==> config.mk <==
export PLATFORM = sky130hd
export DESIGN_NAME = leaf_accumulator
export DESIGN_NICKNAME = d
export VERILOG_FILES = /design/src/rtl/leaf_accumulator.sv
export SDC_FILE = /design/constraint.sdc
export NUM_CORES = 1
export LEC_CHECK = 0
export ABC_AREA = 1
export CAP_MARGIN = 25
export CORE_UTILIZATION = 30
export DETAILED_ROUTE_END_ITERATION = 16
export PLACE_DENSITY = 0.58
export RECOVER_POWER = 100
export SLEW_MARGIN = 40
export SYNTH_ARGS = -nofsm -noshare
export SYNTH_HDL_FRONTEND = slang
export SYNTH_SLANG_ARGS = --single-unit
export TNS_END_PERCENT = 10
==> constraint.sdc <==
create_clock -name clk -period 2.5 [get_ports clk]
set_input_delay 0.5 -clock clk [delete_from_list [all_inputs] [get_ports clk]]
set_output_delay 0.5 -clock clk [all_outputs]
set_load 0.01 [all_outputs]
==> src/rtl/leaf_accumulator.sv <==
// leaf_accumulator: sums matched leaf values per class over a sample,
// then drains one class sum per beat on an AXI-stream master.
module leaf_accumulator #(
  parameter int NUM_ROUTER_OUTPUTS = 1,
  parameter int NUM_CLASSES = 2,
  parameter int LEAF_WIDTH = 16,
  parameter int CLASS_WIDTH = 8,
  parameter int ACC_WIDTH = 32,
  localparam int UW = (NUM_CLASSES > 1) ? $clog2(NUM_CLASSES) : 1
) (
  input  logic clk,
  input  logic rst,
  input  logic [15:0] beats_per_sample,
  input  logic ml_valid,
  output logic ml_ready,
  input  logic [NUM_ROUTER_OUTPUTS*LEAF_WIDTH-1:0] match_leaves,
  input  logic [NUM_ROUTER_OUTPUTS*CLASS_WIDTH-1:0] match_class_ids,
  output logic [ACC_WIDTH-1:0] m_axis_tdata,
  output logic [UW-1:0] m_axis_tuser,
  output logic m_axis_tlast,
  output logic m_axis_tvalid,
  input  logic m_axis_tready,
  output logic [31:0] samples_done,
  output logic acc_overflow,
  output logic bad_class
);

  localparam logic ACCUM = 1'b0;
  localparam logic DRAIN = 1'b1;
  localparam logic [UW-1:0] LAST = UW'(NUM_CLASSES - 1);

  logic state_q, state_d;
  logic [ACC_WIDTH-1:0] acc_q [NUM_CLASSES];
  logic [ACC_WIDTH-1:0] acc_d [NUM_CLASSES];
  logic [ACC_WIDTH-1:0] lane_sum [NUM_CLASSES];
  logic [15:0] cnt_q, cnt_d;
  logic [15:0] bpp_q, bpp_d;
  logic [15:0] bpp_eff;
  logic [UW-1:0] idx_q, idx_d;
  logic [31:0] done_q, done_d;
  logic ovf_q, ovf_d;
  logic bad_q, bad_d;
  logic bad_lane;
  logic ml_fire, out_fire;
  logic [CLASS_WIDTH-1:0] cls;
  logic [LEAF_WIDTH-1:0] leaf;

  assign ml_ready = (state_q == ACCUM);
  assign m_axis_tvalid = (state_q == DRAIN);
  assign ml_fire = ml_valid & ml_ready;
  assign out_fire = m_axis_tvalid & m_axis_tready;

  // Per-class sum of this beat's lanes; out-of-range lanes are dropped.
  always_comb begin
    bad_lane = 1'b0;
    cls = '0;
    leaf = '0;
    for (int c = 0; c < NUM_CLASSES; c++) lane_sum[c] = '0;
    for (int l = 0; l < NUM_ROUTER_OUTPUTS; l++) begin
      cls = match_class_ids[l*CLASS_WIDTH +: CLASS_WIDTH];
      leaf = match_leaves[l*LEAF_WIDTH +: LEAF_WIDTH];
      if (32'(cls) >= 32'(NUM_CLASSES)) bad_lane = 1'b1;
      for (int c = 0; c < NUM_CLASSES; c++) begin
        if (32'(cls) == 32'(c))
          lane_sum[c] = lane_sum[c] + ACC_WIDTH'($signed(leaf));
      end
    end
  end

  always_comb begin
    state_d = state_q;
    cnt_d = cnt_q;
    bpp_d = bpp_q;
    idx_d = idx_q;
    done_d = done_q;
    ovf_d = ovf_q;
    bad_d = bad_q;
    for (int c = 0; c < NUM_CLASSES; c++) acc_d[c] = acc_q[c];
    bpp_eff = bpp_q;
    if (cnt_q == 16'd0)
      bpp_eff = (beats_per_sample == 16'd0) ? 16'd1 : beats_per_sample;
    unique case (1'b1)
      ml_fire: begin
        bpp_d = bpp_eff;
        bad_d = bad_q | bad_lane;
        for (int c = 0; c < NUM_CLASSES; c++) begin
          acc_d[c] = acc_q[c] + lane_sum[c];
          if ((acc_q[c][ACC_WIDTH-1] == lane_sum[c][ACC_WIDTH-1]) &&
              (acc_d[c][ACC_WIDTH-1] != acc_q[c][ACC_WIDTH-1]))
            ovf_d = 1'b1;
        end
        if (cnt_q + 16'd1 == bpp_eff) begin
          cnt_d = 16'd0;
          state_d = DRAIN;
        end else begin
          cnt_d = cnt_q + 16'd1;
        end
      end
      out_fire: begin
        if (idx_q == LAST) begin
          idx_d = '0;
          state_d = ACCUM;
          done_d = done_q + 32'd1;
          for (int c = 0; c < NUM_CLASSES; c++) acc_d[c] = '0;
        end else begin
          idx_d = idx_q + 1'b1;
        end
      end
      default: ;
    endcase
  end

  always_ff @(posedge clk or negedge rst) begin
    if (!rst) begin
      state_q <= ACCUM;
      cnt_q <= '0;
      bpp_q <= 16'd1;
      idx_q <= '0;
      done_q <= '0;
      ovf_q <= 1'b0;
      bad_q <= 1'b0;
      for (int c = 0; c < NUM_CLASSES; c++) acc_q[c] <= '0;
    end else begin
      state_q <= state_d;
      cnt_q <= cnt_d;
      bpp_q <= bpp_d;
      idx_q <= idx_d;
      done_q <= done_d;
      ovf_q <= ovf_d;
      bad_q <= bad_d;
      for (int c = 0; c < NUM_CLASSES; c++) acc_q[c] <= acc_d[c];
    end
  end

  assign m_axis_tdata = m_axis_tvalid ? acc_q[idx_q] : '0;
  assign m_axis_tuser = idx_q;
  assign m_axis_tlast = m_axis_tvalid && (idx_q == LAST);
  assign samples_done = done_q;
  assign acc_overflow = ovf_q;
  assign bad_class = bad_q;

endmodule
Yosys cells after proc, flatten, opt, wreduce, memory -nomap -nowiden

Cells that the tools add are included.
Widths: inputs -> output; s select.

Register bits: 132
Output and inout bits: 70
Word-level logic and storage cells: 59

Add/sub/neg operators: 5
Magnitude comparators: 2
Eq/ne operators: 8
Muxes and demuxes: 18
Bitwise gates (word level): 5
Reduce and logical (&&, ||, !) cells: 12

Operators with widths:

| cell                  | count |
|---|---|
| $mux 32               | 6 |
| $pmux 64 s2           | 1 |
| $add 32x32->32        | 2 |
| $mux 64               | 1 |
| $mux 16               | 3 |
| $add 32x1->32 const B | 1 |
| $logic_not 16->1      | 2 |
| $add 16x1->16 const B | 1 |
| $eq 16x16->1          | 1 |
| $eq 8x1->1 const B    | 1 |
| $ge 8x2->1 const B    | 1 |
| $logic_not 8->1       | 1 |
| $mux 1                | 6 |
| $reduce_and 2->1      | 3 |
| $reduce_bool 2->1     | 2 |
| $logic_and 1x1->1     | 3 |
| $reduce_and 3->1      | 1 |
| $and 1x1->1           | 2 |
| $eq 1x1->1            | 2 |
| $ge 2x2->1 const B    | 1 |
| $ne 1x1->1            | 2 |
| $ne 2x1->1 const B    | 1 |
| $ne 2x2->1 const B    | 1 |
| $not 1->2             | 1 |
| other kinds (4)       | 4 |

Depth between registers and ports, before layout

Gate-level depths: netlist of run 1.

Depth after elaboration: 7
Depth in mapped cells: 25
Gate-level depth less buffers: 24

Worst setup path before layout of run 1

Ideal clock, no wire load.

Kind: in2reg
From: input match_class_ids[5]
To: register acc_q[22] (netlist name)
Library setup time: 0.133 ns
Arrival time: 2.980 ns
Required time: 2.367 ns
Setup slack: -0.613 ns
Stages on the path: 21
Path buffers: 1
Cell sequence: nor2_1 > nand2_1 > nor2_2 > buf_2 > inv_1 > nor2_1 > ha_1 > inv_1 > fa_1 > inv_1 > nand2_1 > nand2_1 > nand2_1 > nand2_1 > a21boi_0 > o21ai_0 > nand3_1 > nand2_1 > nand2_1 > a21oi_1 > o22ai_1

Word-level cells in the longest chain between the ends: 4

RTL lines:

| element         | line | RTL |
|---|---|---|
| start, declared | 17   | `input logic [NUM_ROUTER_OUTPUTS*CLASS_WIDTH-1:0] match_class_ids,` |
| $eq 8x1->1      | 64   | `if (32'(cls) == 32'(c))` |
| $mux 32         | 64   |  |
| $add 32x32->32  | 87   | `acc_d[c] = acc_q[c] + lane_sum[c];` |
| $pmux 64 s2     | 82   | `unique case (1'b1)` |
| end, declared   | 33   | `logic [ACC_WIDTH-1:0] acc_q [NUM_CLASSES];` |

No other way between the ends.
A chain may end at the register's enable or synchronous reset.

Worst setup path after layout of run 1

From: register cnt_q[0]
To: register cnt_q[3]

Word-level cells in the longest chain between the ends: 4

RTL lines:

| element                                               | line | RTL |
|---|---|---|
| start, declared                                       | 36   | `logic [15:0] cnt_q, cnt_d;` |
| start signal, assigned                                | 125  | `cnt_q <= cnt_d;` |
| branches (longest 3 deep; another with $add 16x1->16) | -    |  |
| $mux 16 (*)                                           | 92   | `if (cnt_q + 16'd1 == bpp_eff) begin` |

Mark *: on every way between the ends.

==> impl_results.md, run 1 <==
* Worst path cell trace: inv_2, ha_4, nand3_1, nor4_4, nand2_1, o21ai_2, xor2_1, nor2_1, nand2_1, nor2_4, buf_4, nand2_4, nand3_1, nand2_1
* Fin nets at approximately 2100
* Die area at ~36000 µm²
* Number of synthesized flops with an enable pin at 0
* IO Pins at between 100 and 150
* CTS Buf Count at 17
* Max-cap violation count at 1
* Final RePlAce weighted congestion at between 0.9 and 1
* Via density at around 4.9
* Max Fclk at roughly 380 MHz
* Initial core utilization at 30.7%
* Clock tree from TritonCTS: built
* Max-slew headroom at -12.9%
* Buffer levels on the longest clock path at 2
* Initial DRT Pass Iterations at 5
* Die Y at around 190 µm
* Avg Synthesized Cell Area at around 6.6 µm²
* ANT cells at 0
* Slew @ Worst Pin at ~1.7 ns
* WP data arrival at roughly 3 ns
* Drt wl/cell at approximately 15 µm
* Synth Register Bits at 132
* Grt ovf at 0
* Root buffer cell: clkbuf_16
* Seq/Total Area, Yosys at between 30% and 40%
* Critical Path Source Type: flop
* Core outline area at ~35000 µm²
* Die X-Extent at ~190 µm
* Final Power at 9070 µW
* Design Area, Final at approximately 16000 µm²
* Main synth FF type: dfrtp_1
* Static leakage at 0.00806 µW
* Hold Vio Cnt, Final at 0
* Final setup fails at about 50
* Fraction of layout cells with a size suffix above 1 at between 20% and 30%
* Ranking of synthesized cells by area: dfrtp_1 (31%), nand2_1 (16%), inv_1 (7.7%)
* First-pass GRT wire length at 60.7 mm
* CP max-delay cell: dfrtp_1
* Max incr delay on CP at approximately 0.43 ns
* Async set-reset flop share out of synthesis at 100%
* Multi-input logic area at around 7000 µm²
* Skew final at 0.0125 ns
* Antenna viol nets, final at 0
* Hold crit path type: input port to flop
* Final wirelength at between 30 and 40 mm
* Pre-CTS WS at -1.19 ns
* Register area at between 3000 and 4000 µm²
* Unrepaired setup endpoints after global routing: yes
* Via Count at 12000
* PwrDens at between 500 and 600 nW/µm²
* Most used cell, CP: nand2_1
* Worst-path clk slew at around 0.070 ns
* Initial antenna violation count at 0
* Hold buffer count at cts at 0
* CP Capture Type: flop
* Clk sinks at 132
* Crit share post-route at 105%
* GRT Total Usage at 21.1%
* Number of placement rows at 68
* Cell taking the most area after synthesis: dfrtp_1
* Later-pin clock latency in the skew report at approximately 0.45 ns
* Vias in the first global route at approximately 12000
* Maximum vdd ir drop at around 0.00043 V
* H-tree levels at 4
* Synthesized Nets at 1694
* Crit path time final at between 2 and 3 ns
* Largest net degree at the start of global routing at 59
* Failing checks: max-capacitance violations, max-slew violations, negative setup slack
* Synth top area share at 30.7%
* DRC violations left at 0
* Status: finished, violations left
* Worst-path fanout max at 10
* CP Class: flop to flop
* Mapped Area at 10700 µm²
* Post-synthesis cell count at around 1600
* Hpwl dp at 27.8 mm
* Area growth, synth to finish at 45.9%
* Fin. max-slew vios at 59
* Ys Warns at 0
* PnR worst setup slack at -0.133 ns
* Fillers at between 3000 and 4000
* Post-place instance area at roughly 14000 µm²
* Starting DRT DRC Count at 837
* Distinct cells, synth at slightly above 60
* Crit path required time at about 2.8 ns
* Number of I/O port buffers at 113
==> layout make-up <==
| cell class | count | share of cell area, % |
|---|---|---|
| repair buffers | 398 | 21.3 |
| multi-input cells | 1206 | 44.6 |
| inverters | 231 | 5.64 |
| well taps | 455 | 3.65 |
| clock inverters | 13 | 0.810 |
| flip-flops and latches | 132 | 21.2 |
| clock buffers | 19 | 2.78 |
==> per-stage QoR <==
step	hold WS [ns]	util [%]	cells	setup TNS, ns
after floorplan	0.204	-	1609	-5.79
after global placement	0.455	41.1	2392	-54.66
after detailed placement	0.463	41.1	2392	-57.22
after CTS	0.0613	44.1	2438	-0.759
after global routing	0.345	44.8	2454	-15.29
final	0.332	44.8	2454	-3.73
==> worst paths after layout <==
| kind | depth (start not counted) | end | slack [ns] | start |
|---|---|---|---|---|
| min in group asynchronous | 1 | acc_q[3]$_DFFE_PN0P_ | 0.48 | rst |
| worst max register to register | 14 | cnt_q[3]$_DFFE_PN0P_ | -0.13 | cnt_q[0]$_DFFE_PN0P_ |
| worst max-delay path | 14 | cnt_q[3]$_DFFE_PN0P_ | -0.13 | cnt_q[0]$_DFFE_PN0P_ |
| max in group asynchronous | 2 | bpp_q[15]$_DFFE_PN0P_ | 0.49 | rst |
| worst min register to register | 1 | samples_done[31]$_DFFE_PN0P_ | 0.46 | samples_done[31]$_DFFE_PN0P_ |
| worst min-delay path | 3 | bad_class$_DFFE_PN0P_ | 0.33 | match_class_ids[2] |
==> layer usage <==
metal,share of wire [%],track usage [%],wire length (µm),up-vias
met2,46,34.7,17500,273
met4,1.9,5.97,718,0
met1,47,27.9,17800,5643
met5,0,0,0,-
met3,5.1,4.16,1930,56
li1,-,-,-,5998
==> report_power, final <==
| group | switching (µW) | total, µW | internal, µW | leakage, µW |
|---|---|---|---|---|
| Sequential | 417 | 2970 | 2550 | 0.00173 |
| Combinational | 2050 | 3570 | 1520 | 0.00607 |
| Clock | 1150 | 2530 | 1380 | 0.000261 |
| Total | 3620 | 9070 | 5460 | 0.00806 |
==> worst max-delay path, delay by kind of cell, from the launching register on <==
family	cells	cell delay (ns)
xor+xnor	1	0.09
buf+inv	2	0.25
fa+ha+maj	1	0.14
simple gates	9	1.28
compound gates	1	0.30
flops	1	0.43
==> synth_stat cells (6+ instances only) <==
cell type / count
o21ai_0: 122
ha_1: 39
nand3_1: 110
inv_2: 10
clkbuf_1: 26
dfrtp_1: 131
nor2_2: 10
o41ai_1: 9
xnor2_1: 15
o22ai_1: 15
nand2_1: 447
xor2_1: 39
nand4_1: 28
o21ai_1: 15
nor2_1: 156
nor3_1: 11
a21oi_1: 88
o21bai_1: 11
nand3_2: 13
nor3_2: 6
inv_1: 220
==> cell usage in the layout, fill, tap and decap left out, types with 6 or more instances in the layout <==
cell type	instances
xor2_1	38
xnor2_1	15
o21ai_2	14
nand4_1	29
o22ai_1	15
a21oi_4	6
ha_1	28
buf_4	259
clkbuf_1	8
dfrtp_1	128
o21ai_1	42
ha_4	8
dlygate4sd2_1	16
inv_1	211
o41ai_1	9
clkdlybuf4s50_1	42
nor3_1	10
nand3_1	97
dlygate4sd3_1	35
nor2_2	19
clkbuf_16	17
buf_6	9
nor2_4	17
nand2_1	423
nor3_2	7
nor2_1	132
nand2_4	7
nand3_2	24
nand2_2	25
inv_6	6
inv_2	16
a21oi_1	65
a21oi_2	17
o21ai_0	82
o21bai_1	11
clkbuf_4	7
==> timing repair <==
item | 4_1_cts | 5_1_grt
resized for setup | 156 | 104
setup endpoints to repair | 96 | 76
setup buffers | 15 | 14
cloned | 1 | 2
pin swaps | 55 | 30
==> flip-flops by register name, indices dropped and copies added, names as in the netlist <==
name           flops
m_axis_tuser       1
samples_done      32
acc_q             64
acc_overflow       1
bad_class          1
m_axis_tvalid      1
bpp_q             16
cnt_q             16
==> kinds of logic after synthesis <==
group | Yosys count | synth area share (%)
compound gates | 296 | 15.6
simple gates | 813 | 33.9
flops | 132 | 30.9
fa+ha+maj | 41 | 4.94
xor+xnor | 54 | 4.42
buf+inv | 273 | 10.2
No activity file was read; power rests on OpenSTA's default activity.
==> run 2: changes to the inputs <==
--- a/config.mk
+++ b/config.mk
@@ -9,7 +9,7 @@
 export CAP_MARGIN = 25
 export CORE_UTILIZATION = 30
 export DETAILED_ROUTE_END_ITERATION = 16
-export PLACE_DENSITY = 0.58
+export PLACE_DENSITY = 0.59
 export RECOVER_POWER = 100
 export SLEW_MARGIN = 40
 export SYNTH_ARGS = -nofsm -noshare
==> constraint.sdc (replaced) <==
create_clock -name clk -period 2.4 [get_ports clk]
set_input_delay 0.48 -clock clk [delete_from_list [all_inputs] [get_ports clk]]
set_output_delay 0.48 -clock clk [all_outputs]
set_load 0.01 [all_outputs]
==> run 2 against run 1 <==
  * The run ends with negative setup slack left
  * Global-route usage is 0.28 points higher
  * Cell count grew 0.94%
  * Clock power up 12%
  * Core utilization up 0.91 points
  * Hold slack worse by 0.024 ns
  * Sequential power increased by 4%
  * Combinational power is 1% lower
  * Wire length up 0.45%
  * Critical path type is now input port to flop
  * Highest routed layer unchanged
==> impl_results.md, run 2 (synthesized netlist as in run 1, its figures left out) <==
* Via density at 4.91
* Antenna viol nets, final at 0
* Hold buffer count at cts at 0
* Fin. max-slew vios at 0
* CP max-delay cell: fa_2
* Final wirelength at roughly 38 mm
* Top reg by flops: acc_q
* Most used cell, CP: buf_4
* H-tree levels at 4
* Core outline area at 34800 µm²
* Slew @ Worst Pin at approximately 1.4 ns
* Critical Path Source Type: input port
* Vias in the first global route at 12300
* Maximum vdd ir drop at 0.000463 V
* Unrepaired setup endpoints after global routing: yes
* Clock tree from TritonCTS: built
* Worst-path fanout max at 6
* Worst path cell trace: buf_6, nor2_4, nand2_4, nor2_4, inv_4, nor2_2, ha_2, inv_2, fa_2, inv_2, buf_4, buf_4, buf_4, buf_4, buf_4, buf_4, buf_4, buf_4, buf_4, buf_4, a21oi_1, o21ai_1, o21ai_1
* Fraction of layout cells with a size suffix above 1 at ~28%
* Via Count at between 10000 and 15000
* Crit share post-route at 114%
* PwrDens at between 500 and 600 nW/µm²
* Initial core utilization at 30.7%
* Final Power at around 9500 µW
* Worst-path clk slew at 0.06 ns
* ANT cells at 0
* Area growth, synth to finish at 48.8%
* Die area at around 36000 µm²
* Static leakage at about 0.0082 µW
* Status: finished, violations left
* Initial DRT Pass Iterations at 5
* Skew final at ~0.014 ns
* Fin nets at ~2100
* WP data arrival at between 3 and 4 ns
* Commonest non-fill, non-tap cell in the layout: nand2_1
* CP Class: input port to flop
* Crit path required time at ~2.7 ns
* Post-Route Setup TNS at -8.25 ns
* Max-cap violation count at 0
* GRT Total Usage at a little over a fifth
* CP Capture Type: flop
* Hold Vio Cnt, Final at 0
* Hpwl dp at about 28 mm
* Max Fclk at around 370 MHz
* Drt wl/cell at around 15 µm
* Number of I/O port buffers at between 100 and 150
* First-pass GRT wire length at between 60 and 70 mm
* Starting DRT DRC Count at ~870
* DRC violations left at 0
* Initial antenna violation count at 0
* CTS Buf Count at 17
* Root buffer cell: clkbuf_16
* Die Y at 191 µm
* Max incr delay on CP at approximately 0.33 ns
* Pre-CTS WS at -1.23 ns
* Die X-Extent at around 190 µm
* Max-slew headroom at ~6.6%
* Final setup fails at roughly 70
* Commonest cells after routing, fill and taps aside: nand2_1 (415), buf_4 (277), inv_1 (208)
* Later-pin clock latency in the skew report at about 0.45 ns
* Crit path time final at about 2.7 ns
* Buffer levels on the longest clock path at 2
* Hold crit path type: input port to flop
* Number of flip-flops in the largest register at 64
* Clk sinks at 132
* Final RePlAce weighted congestion at about 0.93
* IO Pins at between 100 and 150
* Failing checks: negative setup slack
* Grt ovf at 0
* Number of placement rows at 68
* Largest net degree at the start of global routing at 55
* PnR worst setup slack at -0.328 ns
-- run 2: changes by cell type in the layout (fill, tap and decap cells not counted), moves of 4 or more --
cell / change
nor2_1: -5
nand3_2: +9
nor2_2: +8
nand2_2: +7
o21ai_2: -7
dlymetal6s2s_1: -4
nand3_1: -9
nand2_1: -8
dlygate4sd2_1: +13
buf_6: +7
clkdlybuf4s50_1: -8
buf_4: +18
-- run 2: through the flow --
| stage | util, % | area [µm²] | hold slack [ns] | cells |
|---|---|---|---|---|
| 2_1_floorplan | - | 10800 | 0.184 | 1609 |
| 3_3_place_gp | 41.4 | 14400 | 0.459 | 2399 |
| 3_5_place_dp | 41.4 | 14400 | 0.458 | 2399 |
| 4_1_cts | 45.3 | 15800 | 0.00176 | 2468 |
| 5_1_grt | 45.7 | 15900 | 0.303 | 2477 |
| 6_report | 45.7 | 15900 | 0.309 | 2477 |
-- run 2: final cells by class --
cell class / instances / area, µm²
Fill cell: 3512 / 18900
Tap cell: 455 / 569
Sequential cell: 132 / 3310
Clock buffer: 17 / 425
Inverter: 231 / 881
Timing Repair Buffer: 423 / 3520
Multi-Input combinational cell: 1204 / 7010
Clock inverter: 15 / 191
-- run 2: timing repair --
action	4_1_cts	5_1_grt
cloned	1	0
pin swaps	92	34
resized for setup	225	63
setup endpoints to repair	105	69
setup buffers	37	9
-- run 2: per-layer routing --
metal | routed length [µm] | share of wire (%) | vias to the layer above | global-route usage (%)
li1 | - | - | 6039 | -
met1 | 17600 | 46 | 5768 | 28.0
met2 | 18200 | 48 | 314 | 35.9
met3 | 1730 | 4.5 | 46 | 3.40
met4 | 677 | 1.8 | 0 | 6.46
met5 | 0 | 0 | - | 0
-- run 2: worst max-delay path, delay by kind of cell --
family,cells,cell delay [ns]
adders and majority gates,2,0.53
buffers and inverters,14,1.24
and+or+nand+nor,4,0.54
AOI/OAI and AO/OA,3,0.25
-- run 2: worst paths after layout --
kind | cells after the start | from | endpoint | slack (ns)
worst max-delay path | 23 | match_class_ids[4] | acc_q[2]$_DFFE_PN0P_ | -0.33
worst min-delay path | 3 | match_class_ids[3] | bad_class$_DFFE_PN0P_ | 0.31
worst max register to register | 13 | m_axis_tvalid$_DFFE_PN0P_ | samples_done[28]$_DFFE_PN0P_ | -0.19
worst min register to register | 1 | samples_done[31]$_DFFE_PN0P_ | samples_done[31]$_DFFE_PN0P_ | 0.46
max in group asynchronous | 2 | rst | m_axis_tuser$_DFFE_PN0P_ | 0.36
min in group asynchronous | 1 | rst | acc_q[3]$_DFFE_PN0P_ | 0.36
-- run 2: report_power, final --
group / internal (µW) / switching (µW) / total, µW
Clock: 1660 / 1180 / 2840
Combinational: 1510 / 2020 / 3530
Sequential: 2660 / 430 / 3090
Total: 5840 / 3630 / 9470
==> run 3: changes to the inputs <==
--- a/config.mk
+++ b/config.mk
@@ -9,7 +9,8 @@
 export CAP_MARGIN = 25
 export CORE_UTILIZATION = 30
 export DETAILED_ROUTE_END_ITERATION = 16
-export PLACE_DENSITY = 0.59
+export GPL_TIMING_DRIVEN = 0
+export PLACE_DENSITY = 0.58
 export RECOVER_POWER = 100
 export SLEW_MARGIN = 40
 export SYNTH_ARGS = -nofsm -noshare
==> constraint.sdc (replaced) <==
create_clock -name clk -period 2.88 [get_ports clk]
set_input_delay 0.576 -clock clk [delete_from_list [all_inputs] [get_ports clk]]
set_output_delay 0.576 -clock clk [all_outputs]
set_load 0.01 [all_outputs]
==> run 3 against run 2 <==
  * Non-clock buffer count is 212 lower
  * Critical endpoint is now acc_q[26]$_DFFE_PN0P_
  * Count of clock-buffer cells in the layout is the same
  * Highest routed layer unchanged
  * The run now ends clean
  * Critical path type unchanged
  * Clock power down 21%
  * Hold slack improved by 0.13 ns
  * Largest cell class unchanged
==> impl_results.md, run 3 (synthesized netlist as in run 1, its figures left out) <==
* Status: finished clean
* Post-Route Setup TNS at 0 ns
* Worst-path fanout max at 5
* Worst-path clk slew at ~0.070 ns
* Reg2Reg Depth at 12
* Non-filler instance count after layout at 2265
* Grt ovf at 0
* Core outline area at ~35000 µm²
* Clock tree from TritonCTS: built
* Hpwl dp at roughly 28 mm
* Hold path depth at 3
* Clk sinks at roughly 130
* Crit share post-route at between 90% and 100%
* Final setup fails at 0
* Hold crit path type: input port to flop
* R2r setup slk at 0.25 ns
* Drt wl/cell at roughly 17 µm
* Starting DRT DRC Count at approximately 930
* Final wirelength at around 38 mm
* Worst path cell trace: buf_2, nor2_4, nand3_2, nor2_4, buf_8, inv_8, nor2_4, ha_4, inv_2, fa_2, inv_2, nand2_2, nand2_2, nand2_2, nand2_4, a21boi_2, o21ai_2, nand2_1, nand2_2, nand3_1, nand3_1, nand3_1, nand3_1, nand2_1
* Design Area, Final at between 10000 and 15000 µm²
* Max incr delay on CP at ~0.35 ns
* Antenna viol nets, final at 0
* Hold Crit Start: match_class_ids[3]
* DRC violations left at 0
* Die area at 36400 µm²
* Via Count at 11500
* PnR worst setup slack at 0.0367 ns
* Commonest non-fill, non-tap cell in the layout: nand2_1
* CTS Buf Count at 17
* Initial antenna violation count at 0
* Unrepaired setup endpoints after global routing: yes
* Area growth, synth to finish at 33.1%
* Fraction of layout cells with a size suffix above 1 at 18.3%
* Initial core utilization at 30.7%
* Pre-CTS WS at -1.53 ns
* Placed insts at approximately 2200
* Critical Path Source Type: input port
* PwrDens at approximately 520 nW/µm²
* Max-cap violation count at 0
* Number of placement rows at 68
* Largest net degree at the start of global routing at 67
* CP Capture Type: flop
* CP Class: input port to flop
* Reg-to-Reg Start: m_axis_tvalid$_DFFE_PN0P_
* H-tree levels at 4
* IO Pins at approximately 110
* Slew @ Worst Pin at 0.976 ns
* Later-pin clock latency in the skew report at about 0.45 ns
* ANT cells at 0
* Number of I/O port buffers at around 110
* Max Fclk at ~350 MHz
* Hold Vio Cnt, Final at 0
* Max-slew headroom at 34.9%
* Fin. max-slew vios at 0
* Skew final at 0.0141 ns
* Die X-Extent at 191 µm
* Top reg by flops: acc_q
* Reg2Reg Capture Point: samples_done[28]$_DFFE_PN0P_
* Commonest cells after routing, fill and taps aside: nand2_1 (413), inv_1 (211), nor2_1 (131)
* Fin nets at approximately 1900
* Root buffer cell: clkbuf_16
* Maximum vdd ir drop at roughly 0.00043 V
* Via density at a little over 5
* First-pass GRT wire length at 59.0 mm
* Vias in the first global route at around 11000
* Final RePlAce weighted congestion at 0.949
* Static leakage at approximately 0.007 µW
* Crit path time final at around 2.8 ns
* WP data arrival at between 3 and 4 ns
* GRT Total Usage at about a fifth
* Crit path required time at roughly 3.2 ns
* Post-place instance area at roughly 13000 µm²
* Die Y at between 150 and 200 µm
* Initial DRT Pass Iterations at 5
* Core Util, Final at 40.9%
* Worst hold endpoint: bad_class$_DFFE_PN0P_
* CP max-delay cell: fa_2
* Number of flip-flops in the largest register at 64
* Buffer levels on the longest clock path at 2
-- run 3: cell count changes in the layout (fill, tap and decap cells not counted), moves of 15 or more --
cell | before | now
clkdlybuf4s50_1 | 34 | 62
o21ai_1 | 44 | 26
clkbuf_1 | 5 | 20
buf_4 | 277 | 54
o21ai_0 | 85 | 101
dlygate4sd2_1 | 29 | 1
-- run 3: where the power goes --
part           total, µW  leakage (µW)  switching (µW)  internal (µW)
clock network       2240      0.000284            1010           1230
logic               2590       0.00494            1670            921
registers           2570       0.00173             355           2220
-- run 3: worst max path at each step --
stage,slack (ns),to,startpoint
3_3_place_gp,-4.69,bpp_q[8]$_DFFE_PN0P_,rst
2_1_floorplan,-0.03,acc_q[59]$_DFFE_PN0P_,match_class_ids[5]
5_1_grt,-0.13,acc_q[54]$_DFFE_PN0P_,match_class_ids[5]
6_report,0.04,acc_q[26]$_DFFE_PN0P_,match_class_ids[2]
3_5_place_dp,-1.53,acc_q[53]$_DFFE_PN0P_,match_class_ids[2]
4_1_cts,-0.03,m_axis_tdata[27],m_axis_tuser$_DFFE_PN0P_
-- run 3: area by class of cell --
type,instances,area (µm²)
multi-input cells,1204,7060
clock buffers,17,425
plain buffers,42,287
fillers,3565,20600
clock inverters,15,165
repair buffers,169,1530
flip-flops and latches,132,3310
well taps,455,569
inverters,231,888
-- run 3: stage by stage --
step / hold WS (ns) / power, µW
CTS: 0.468 / 7340
detailed placement: 0.388 / 4970
floorplan: 0.280 / 4160
finish: 0.437 / 7400
global placement: 0.452 / 4910
global route: 0.463 / 7900
-- run 3: worst max-delay path: cells and delay by family --
family          cells  cell delay (ns)
compound gates      2             0.26
simple gates       15             1.40
buf+inv             5             0.43
fa+ha+maj           2             0.50
-- run 3: repair_timing --
action                                  in CTS  in global routing
resized for setup                          153                108
hold endpoints to repair                     7                  0
cloned                                       1                  0
endpoints found under the setup margin      89                 55
buffers inserted                            42                 10
hold buffers                                 1                  0
pin swaps                                   62                 55
-- run 3: metal layers --
metal	up-vias	global-route usage, %	routed length (µm)
met5	-	0	0
li1	5642	-	-
met2	358	32.8	17400
met3	57	3.26	2120
met1	5484	28.5	17600
met4	0	7.91	949
